File: src/rtl/ex_mem_stage.sv
// EX/MEM pipeline register with valid/ready handshake, branch/jump resolution,
// PC redirect generation, misaligned-target detection and a taken-transfer counter.
module ex_mem_stage #(
    parameter int DATA_WIDTH     = 32,
    parameter int REG_ADDR_WIDTH = 5
) (
    input  logic                      clk,
    input  logic                      reset,
    input  logic                      in_valid,
    output logic                      in_ready,
    input  logic [DATA_WIDTH-1:0]     ALUResult,
    input  logic [DATA_WIDTH-1:0]     rs1_data,
    input  logic [DATA_WIDTH-1:0]     rs2_data,
    input  logic [DATA_WIDTH-1:0]     pc,
    input  logic [DATA_WIDTH-1:0]     imm,
    input  logic [REG_ADDR_WIDTH-1:0] rd,
    input  logic                      RegWrite,
    input  logic                      MemRead,
    input  logic                      MemWrite,
    input  logic                      Branch,
    input  logic                      Jump,
    input  logic                      Jalr,
    input  logic [2:0]                funct3,
    input  logic                      flush,
    input  logic                      out_ready,
    output logic                      out_valid,
    output logic [DATA_WIDTH-1:0]     mem_addr_or_result,
    output logic [DATA_WIDTH-1:0]     store_data,
    output logic [REG_ADDR_WIDTH-1:0] out_rd,
    output logic                      out_RegWrite,
    output logic                      out_MemRead,
    output logic                      out_MemWrite,
    output logic [2:0]                out_funct3,
    output logic                      redirect,
    output logic [DATA_WIDTH-1:0]     redirect_pc,
    output logic                      misaligned,
    output logic [31:0]               taken_count
);

    localparam logic [DATA_WIDTH-1:0] LSB_CLEAR = {{(DATA_WIDTH-1){1'b1}}, 1'b0};

    logic                      accept;
    logic                      taken;
    logic                      bad_target;
    logic [DATA_WIDTH-1:0]     target;

    logic                      out_valid_q,    out_valid_d;
    logic [DATA_WIDTH-1:0]     result_q,       result_d;
    logic [DATA_WIDTH-1:0]     store_data_q,   store_data_d;
    logic [REG_ADDR_WIDTH-1:0] rd_q,           rd_d;
    logic                      reg_write_q,    reg_write_d;
    logic                      mem_read_q,     mem_read_d;
    logic                      mem_write_q,    mem_write_d;
    logic [2:0]                funct3_q,       funct3_d;
    logic                      redirect_q,     redirect_d;
    logic                      misaligned_q,   misaligned_d;
    logic [DATA_WIDTH-1:0]     redirect_pc_q,  redirect_pc_d;
    logic [31:0]               taken_count_q,  taken_count_d;

    assign in_ready   = !out_valid_q || out_ready;
    assign accept     = in_valid && in_ready && !flush;
    assign taken      = Jump || (Branch && ALUResult[0]);
    assign target     = Jalr ? ((rs1_data + imm) & LSB_CLEAR) : (pc + imm);
    assign bad_target = target[1];

    always_comb begin
        // NOTE: every _d starts from its _q so no path through this block leaves a signal unassigned (no latches).
        out_valid_d   = out_valid_q;
        result_d      = result_q;
        store_data_d  = store_data_q;
        rd_d          = rd_q;
        reg_write_d   = reg_write_q;
        mem_read_d    = mem_read_q;
        mem_write_d   = mem_write_q;
        funct3_d      = funct3_q;
        redirect_pc_d = redirect_pc_q;
        taken_count_d = taken_count_q;
        redirect_d    = accept && taken && !bad_target;
        misaligned_d  = accept && taken && bad_target;

        if (flush) begin
            out_valid_d = 1'b0;
        end else if (accept) begin
            out_valid_d = 1'b1;
        end else if (out_ready) begin
            out_valid_d = 1'b0;
        end

        if (accept) begin
            result_d     = Jump ? (pc + DATA_WIDTH'(4)) : ALUResult;
            store_data_d = rs2_data;
            rd_d         = rd;
            funct3_d     = funct3;
            // A misaligned control transfer still advances, but as a side-effect-free bubble.
            reg_write_d  = RegWrite && (rd != '0) && !misaligned_d;
            mem_read_d   = MemRead && !misaligned_d;
            mem_write_d  = MemWrite && !misaligned_d;
        end

        if (redirect_d) begin
            redirect_pc_d = target;
            taken_count_d = taken_count_q + 32'd1;
        end
    end

    always_ff @(posedge clk or negedge reset) begin
        if (!reset) begin
            out_valid_q   <= 1'b0;
            result_q      <= '0;
            store_data_q  <= '0;
            rd_q          <= '0;
            reg_write_q   <= 1'b0;
            mem_read_q    <= 1'b0;
            mem_write_q   <= 1'b0;
            funct3_q      <= '0;
            redirect_q    <= 1'b0;
            misaligned_q  <= 1'b0;
            redirect_pc_q <= '0;
            taken_count_q <= '0;
        end else begin
            // NOTE: non-blocking assignments so all registers sample pre-edge values together.
            out_valid_q   <= out_valid_d;
            result_q      <= result_d;
            store_data_q  <= store_data_d;
            rd_q          <= rd_d;
            reg_write_q   <= reg_write_d;
            mem_read_q    <= mem_read_d;
            mem_write_q   <= mem_write_d;
            funct3_q      <= funct3_d;
            redirect_q    <= redirect_d;
            misaligned_q  <= misaligned_d;
            redirect_pc_q <= redirect_pc_d;
            taken_count_q <= taken_count_d;
        end
    end

    assign out_valid          = out_valid_q;
    assign mem_addr_or_result = result_q;
    assign store_data         = store_data_q;
    assign out_rd             = rd_q;
    assign out_RegWrite       = reg_write_q;
    assign out_MemRead        = mem_read_q;
    assign out_MemWrite       = mem_write_q;
    assign out_funct3         = funct3_q;
    assign redirect           = redirect_q;
    assign misaligned         = misaligned_q;
    assign redirect_pc        = redirect_pc_q;
    assign taken_count        = taken_count_q;

endmodule
File: config.mk
export PLATFORM = sky130hd
export DESIGN_NAME = ex_mem_stage
export DESIGN_NICKNAME = d
export VERILOG_FILES = /design/src/rtl/ex_mem_stage.sv
export SDC_FILE = /design/constraint.sdc
export NUM_CORES = 1
export LEC_CHECK = 0
export CAP_MARGIN = 15
export CORE_MARGIN = 5
export CORE_UTILIZATION = 51
export CTS_CLUSTER_SIZE = 40
export DETAILED_ROUTE_END_ITERATION = 12
export PLACE_DENSITY = 0.88
export SYNTH_ARGS = -nofsm -noshare
export SYNTH_HDL_FRONTEND = slang
export SYNTH_SLANG_ARGS = --single-unit
File: constraint.sdc
create_clock -name clk -period 4.15 [get_ports clk]
set_clock_uncertainty 0.15 [all_clocks]
set_input_delay 0.6225 -clock clk [delete_from_list [all_inputs] [get_ports clk]]
set_output_delay 0.6225 -clock clk [all_outputs]
set_load 0.05 [all_outputs]
==> impl_metrics.csv, run 1 <==
group,metric,value,unit
outcome,status,"finished clean",
synthesis,ys.flop_type,"dfrtp_1",
worst_setup_path,cp.required,4.31,ns
worst_setup_path,arrival,3.91,ns
synthesis,synthesis.area_per_instance,8.990,um^2
detailed_routing,dr_wl_met2,16450,um
clock_tree,cts.sinks,142,
detailed_routing,wl,33840,um
clock_tree,cts_made_buffers,17,
synthesis,netlist_area,0.009709,mm^2
grt,grt_antenna_before_repair,0,
grt,overflow,0,
clock_tree,cts_root_buffer,"clkbuf_16",
power_and_ir_drop,p_per_area,445.9,mW/mm^2
worst_setup_path,cp_common_cell,"nor2b_1",
synthesis,yosys_warnings,0,
synthesis,synth_edf_count,0,
worst_setup_path,cp_top_family,"simple AND/OR/NAND/NOR gates",
die,pin_count,322,
timing,tns,0,ns
synthesis,syn_inst,1080,
timing,tightest_slew,1.082,ns
die,start_util,51.91,%
timing,fmax,267.0,MHz
worst_setup_path,startpoint_type,"input pin",
placement,post-dp-hpwl,26760,um
detailed_routing,avgRoutedWirePerCell,20.58,um
clock_tree,cts-resized-gates,0,
synthesis,netlist_top_cells_count,"nand2_1 (150), dfrtp_1 (142), o21ai_0 (114)",
worst_setup_path,reg2reg_slack,1.35,ns
detailed_routing,firstDrtPassIters,5,
detailed_routing,top_layer,"met4",
synthesis,ys_ff_latch,142,
grt,grt_pass1_wl,52010,um
cells_and_area,nFillCells,1340,
worst_setup_path,crit_chain,"clkdlybuf4s50_1 -> ha_1 -> inv_1 -> fa_1 -> mux2_2 -> nand4_2 -> nor3_1 -> nor2b_1 -> nor2b_1 -> nand4_1 -> nor2_1 -> nand3_1 -> xnor2_1",
die,dieHeight,148.0,um
timing,rsz0062_at_grt,"no",
timing,layout_min_cycle_time,3.745,ns
worst_setup_path,crit_slowest_cell,"clkdlybuf4s50_1",
worst_setup_path,cpPeakStageDelay,0.51,ns
job,cap_violations,0,
detailed_routing,antenna_left,0,
clock_tree,clockBufferDepth,2,
cells_and_area,multi_input_area,0.005921,mm^2
timing,setup_violations,0,
cells_and_area,final_layout_size_suffix_gt1_share,8.369,%
worst_setup_path,cp-end-kind,"flop",
synthesis,ys_seq_area_share,36.60,%
detailed_routing,wl_met1,13620,um
cells_and_area,design_area,0.01381,mm^2
synthesis,synthArstFlopShare,100.0,%
die,fp.dieW,148.0,um
die,core_area,0.01871,mm^2
synthesis,synth_most_common_cell,"nand2_1",
cells_and_area,diodes,0,
detailed_routing,route.detailed.drc,0,
power_and_ir_drop,ir_drop,325.1,uV
grt,grt_max_degree,109,
worst_setup_path,critPathMaxFanout,8,
timing,min_period_over_period,90.25,%
clock_tree,insertion_delay,0.43,ns
synthesis,ys_types,75,
grt,grt_pass1_vias,9534,
placement,place_area,0.01320,mm^2
clock_tree,clk_pin_slew,0.07,ns
clock_tree,postCtsHoldBufs,0,
worst_setup_path,crit_type,"input pin to flop",
timing,final_max_slew_viol_count,0,
synthesis,syn-num-nets,1324,
cells_and_area,final_nets,1641,
timing,relSlewSlack,27.90,%
clock_tree,postCtsSetupBuffers,0,
cells_and_area,seq_area,0.003553,mm^2
cells_and_area,syn2layout_area_growth,42.27,%
placement,port_buffers,321,
detailed_routing,drt-initial-drc-count,802,
detailed_routing,vias_per_cell,5.802,
placement,place_congestion,0.9774,
die,rows,50,
clock_tree,cts_tree,"yes",
synthesis,synth_top_area_cell,"dfrtp_1",
clock_tree,h-tree-depth,4,
synthesis,synth.area.top_cells,"dfrtp_1 (37%), ha_1 (8.1%), o21ai_0 (5.9%)",
synthesis,yosysTopAreaCellShare,36.60,%
detailed_routing,met3WireLength,2612,um
worst_setup_path,crit_buf_inv,2,
timing,finalHoldViolations,0,
power_and_ir_drop,p_leak,0.005913,uW
detailed_routing,vias,9538,
min_path,holdCritPathClass,"input pin to async pin",
grt,grtUsageTotal,30.12,%
die,fp.dieArea,0.02190,mm^2
## path summary, 6_finish.rpt
path                                   startpoint                endpoint  depth (start not counted)
max                                        imm[0]         taken_count[29]                         13
min                                         reset          store_data[17]                          1
max reg2reg                             out_valid         taken_count[29]                          9
min reg2reg                mem_addr_or_result[16]  mem_addr_or_result[16]                          2
max in group asynchronous                   reset         taken_count[22]                          2
min in group clk           mem_addr_or_result[16]  mem_addr_or_result[16]                          2
## state kept, by name, summed over array words and instances, names as in the netlist
name	flops
mem_addr_or_result	32
redirect_pc	32
store_data	32
taken_count	32
out_rd	5
out_funct3	3
misaligned	1
out_MemRead	1
out_MemWrite	1
out_RegWrite	1
out_valid	1
redirect	1
## placed cells by master, fill, tap and decap left out, drive strengths merged, types with 33 or more instances in the layout
cell           synthesis  routed
o21ai                121     121
nand2                150     150
nor2                  57      57
xor2                  42      42
dfrtp                142     142
a21oi                 69      69
nand3                 38      38
mux2                  43      43
xnor2                 56      56
clkdlybuf4s50          0     319
ha                    63      63
inv                   23      33
## metal layers
layer	up-vias	GRT usage (%)
met1	4522	37.24
met2	395	51.70
met3	68	6.407
met5	-	0
li1	4553	-
met4	0	11.50
## cell families (layout without fill, tap and decap cells)
kind of cell             count (synthesis)  after routing  share of synthesized area (%)
adder cells (fa/ha/maj)                 65             65                          8.531
multiplexers                            55             55                          6.224
AND/OR/NAND/NOR                        352            352                          17.06
flip-flops                             142            142                          36.60
AO/OA/AOI/OAI                          306            306                          20.25
buffers and inverters                   62            392                          2.500
XOR/XNOR                                98             98                          8.840
## final cells by class
class	count	share of cell area, %
inverter	23	0.6250
multi-input combinational	876	42.86
sequential	142	25.72
tap	234	2.120
clock buffer	17	3.080
clock inverter	15	1.395
timing repair buffer	337	24.19
## report_power, final
| part | internal (uW) | switching (uW) | leakage (uW) |
|---|---|---|---|
| clock | 922 | 703 | 0.000302 |
| combinational | 994 | 1730 | 0.00384 |
| sequential | 1640 | 170 | 0.00178 |
| total | 3560 | 2600 | 0.00591 |
## per-stage QoR
| stage | utilization, % | std cells | hold WS, ns | worst slack [ns] | total power (uW) |
|---|---|---|---|---|---|
| CTS | 73.85 | 1644 | 0.1756 | 0.4198 | 6167 |
| global route | 73.85 | 1644 | 0.2256 | 0.1522 | 6414 |
| global placement | 70.54 | 1612 | 0.3103 | 0.1152 | 4487 |
| detailed placement | 70.54 | 1612 | 0.3210 | 0.07894 | 4535 |
| finish | 73.85 | 1644 | 0.1535 | 0.4047 | 6160 |
| floorplan | - | 1080 | 0.1769 | 0.8440 | 3479 |
Power figures use the tool's default switching activity.
==> inputs of run 2 (changes only) <==
--- a/config.mk
+++ b/config.mk
@@ -11,6 +11,7 @@
 export CTS_CLUSTER_SIZE = 40
 export DETAILED_ROUTE_END_ITERATION = 12
 export PLACE_DENSITY = 0.88
+export SKIP_CTS_REPAIR_TIMING = 1
 export SYNTH_ARGS = -nofsm -noshare
 export SYNTH_HDL_FRONTEND = slang
 export SYNTH_SLANG_ARGS = --single-unit
==> results of run 2 <==
No change in the layout: final DEF, timing and power equal those of run 1.
==> inputs of run 3 (changes only) <==
--- a/config.mk
+++ b/config.mk
@@ -5,12 +5,15 @@
 export SDC_FILE = /design/constraint.sdc
 export NUM_CORES = 1
 export LEC_CHECK = 0
+export ABC_AREA = 1
 export CAP_MARGIN = 15
+export CORE_ASPECT_RATIO = 0.6
 export CORE_MARGIN = 5
-export CORE_UTILIZATION = 51
+export CORE_UTILIZATION = 54
 export CTS_CLUSTER_SIZE = 40
 export DETAILED_ROUTE_END_ITERATION = 12
 export PLACE_DENSITY = 0.88
+export RECOVER_POWER = 100
 export SKIP_CTS_REPAIR_TIMING = 1
 export SYNTH_ARGS = -nofsm -noshare
 export SYNTH_HDL_FRONTEND = slang
==> impl_metrics.csv, run 3 <==
group,metric,value,unit
worst_setup_path,cp_top_family,"simple AND/OR/NAND/NOR gates",
synthesis,syn-num-nets,2178,
worst_setup_path,crit_slowest_cell,"dlygate4sd3_1",
power_and_ir_drop,p_per_area,386.3,mW/mm^2
worst_setup_path,crit_type,"input pin to flop",
synthesis,ys_seq_area_share,30.22,%
timing,fin_hold_ws,0.3150,ns
grt,grt_pass1_vias,12710,
power_and_ir_drop,p_leak,0.008612,uW
min_path,min_to,"store_data[21]",
cells_and_area,mostFrequentLayoutCell,"nand2_1",
timing,tightest_slew,2.284,ns
job,cap_violations,1,
die,fp.dieW,200.5,um
synthesis,ys_types,33,
timing,layout_min_cycle_time,3.652,ns
min_path,holdPathStages,2,
detailed_routing,dr_wl_met2,19210,um
timing,final_max_slew_viol_count,92,
min_path,holdCritStartpoint,"store_data[21]",
synthesis,synth.area.top_cells,"dfrtp_1 (30%), nand2_1 (26%), inv_1 (9.4%)",
worst_setup_path,cpPeakStageDelay,0.57,ns
grt,overflow,0,
synthesis,yosys_warnings,0,
timing,fmax,273.8,MHz
cells_and_area,syn2layout_area_growth,34.43,%
synthesis,netlist_area,0.01176,mm^2
worst_setup_path,arrival,3.84,ns
die,start_util,55.37,%
detailed_routing,wl_met1,20450,um
timing,rsz0062_at_grt,"no",
clock_tree,clockBufferDepth,2,
timing,tns,0,ns
detailed_routing,avgRoutedWirePerCell,18.10,um
clock_tree,cts_tree,"yes",
detailed_routing,drt-initial-drc-count,1755,
power_and_ir_drop,ir_drop,443.2,uV
grt,grt_max_degree,92,
clock_tree,h-tree-depth,4,
synthesis,synth_edf_count,0,
grt,grtUsageTotal,35.48,%
detailed_routing,vias_per_cell,5.492,
detailed_routing,met3WireLength,5488,um
placement,place_congestion,1.019,
detailed_routing,firstDrtPassIters,6,
synthesis,syn_inst,1934,
timing,finalHoldViolations,0,
die,rows,41,
worst_setup_path,crit_buf_inv,3,
die,fp.dieArea,0.02492,mm^2
grt,grt_pass1_wl,70900,um
die,pin_count,322,
detailed_routing,top_layer,"met4",
outcome,violations,"capacitance limit, slew limit",
worst_setup_path,cp.required,4.34,ns
cells_and_area,layout_common_cells,"nand2_1 (821), inv_1 (297), clkdlybuf4s50_1 (174)",
clock_tree,cts_root_buffer,"clkbuf_16",
worst_setup_path,crit_chain,"dlygate4sd3_1 -> ha_1 -> inv_1 -> fa_1 -> nand2_1 -> nand2_1 -> nand3_1 -> inv_1 -> nand2_1 -> nor2_1 -> nand3_1 -> nor2_2 -> xor2_1",
outcome,status,"complete, but fails checks",
synthesis,yosysTopAreaCellShare,30.22,%
timing,relSlewSlack,-52.23,%
timing,setup_violations,0,
cells_and_area,final_layout_size_suffix_gt1_share,2.034,%
worst_setup_path,rr_startpoint,"out_valid",
clock_tree,clk_pin_slew,0.06,ns
detailed_routing,wl,46020,um
die,dieHeight,124.3,um
synthesis,netlist_top_cells_count,"nand2_1 (821), inv_1 (296), nor2_1 (161)",
clock_tree,cts_made_buffers,17,
worst_setup_path,reg2reg_depth,10,
worst_setup_path,startpoint_type,"input pin",
timing,min_period_over_period,88.00,%
worst_setup_path,critPathMaxFanout,8,
detailed_routing,antenna_left,0,
synthesis,ys_ff_latch,142,
detailed_routing,route.detailed.drc,0,
worst_setup_path,r2r-end,"taken_count[17]",
clock_tree,cts.sinks,142,
worst_setup_path,reg2reg_slack,1.01,ns
worst_setup_path,cp_common_cell,"nand2_1",
detailed_routing,vias,13960,
cells_and_area,final_nets,2493,
worst_setup_path,cp-end-kind,"flop",
die,core_area,0.02124,mm^2
synthesis,synth_top_area_cell,"dfrtp_1",
synthesis,synthesis.area_per_instance,6.080,um^2
min_path,holdCritPathClass,"flop to flop",
clock_tree,insertion_delay,0.43,ns
placement,post-dp-hpwl,36940,um
grt,grt_antenna_before_repair,0,
synthesis,synthArstFlopShare,100.0,%
synthesis,synth_most_common_cell,"nand2_1",
placement,port_buffers,321,
synthesis,ys.flop_type,"dfrtp_1",
## run 3: worst max path at each step
stage | cells past startpoint | end | startpoint | slack, ns
2_1_floorplan | 12 | taken_count[28] | pc[0] | 1.58
3_3_place_gp | 15 | taken_count[18] | imm[0] | 0.57
3_5_place_dp | 13 | taken_count[28] | imm[0] | 0.47
4_1_cts | 15 | taken_count[21] | imm[0] | 0.88
5_1_grt | 13 | taken_count[17] | imm[0] | 0.36
6_report | 13 | taken_count[17] | imm[0] | 0.50
## run 3: metal layers
layer / GRT usage, % / vias up
met3: 9.029 / 84
met4: 7.966 / 0
met2: 51.56 / 847
met1: 53.01 / 6399
li1: - / 6630
met5: 0 / -
## run 3: logic make-up after synthesis
kind of cell / synth area share [%]
fa+ha+maj: 7.044
buf+inv: 10.74
xor+xnor: 4.097
simple gates: 40.22
flops: 30.22
compound gates: 7.683
## run 3: through the flow
step | cells | utilization [%] | power [uW] | setup slack [ns] | cell area [um^2]
floorplan | 1934 | - | 3533 | 1.582 | 11760
global placement | 2509 | 71.95 | 4603 | 0.5740 | 15280
detailed placement | 2509 | 71.95 | 4652 | 0.4749 | 15280
CTS | 2541 | 74.65 | 6179 | 0.8817 | 15850
global route | 2541 | 74.42 | 6372 | 0.3635 | 15810
finish | 2542 | 74.43 | 6107 | 0.4979 | 15810
## run 3: area by class of cell
| type | instances | area (um^2) |
|---|---|---|
| fillers | 1676 | 5430 |
| repair buffers | 333 | 3294 |
| well taps | 279 | 349.1 |
| multi-input cells | 1457 | 6917 |
| flip-flops and latches | 142 | 3553 |
| clock inverters | 12 | 136.4 |
| clock buffers | 20 | 436.7 |
| diodes | 1 | 2.502 |
| inverters | 298 | 1119 |
## run 3: where the power goes
group,total (uW),leakage (uW),internal [uW],switching (uW)
Clock,1520,0.000260,888,629
Combinational,2750,0.00659,849,1900
Sequential,1840,0.00176,1640,199
Total,6110,0.00861,3370,2730
## run 3: worst reg2reg max path, delay by kind of cell (launching register included)
kind          cells  cell delay [ns]
buf+inv           2             0.42
xor+xnor          1             0.24
simple gates      7             1.86
flops             1             0.38
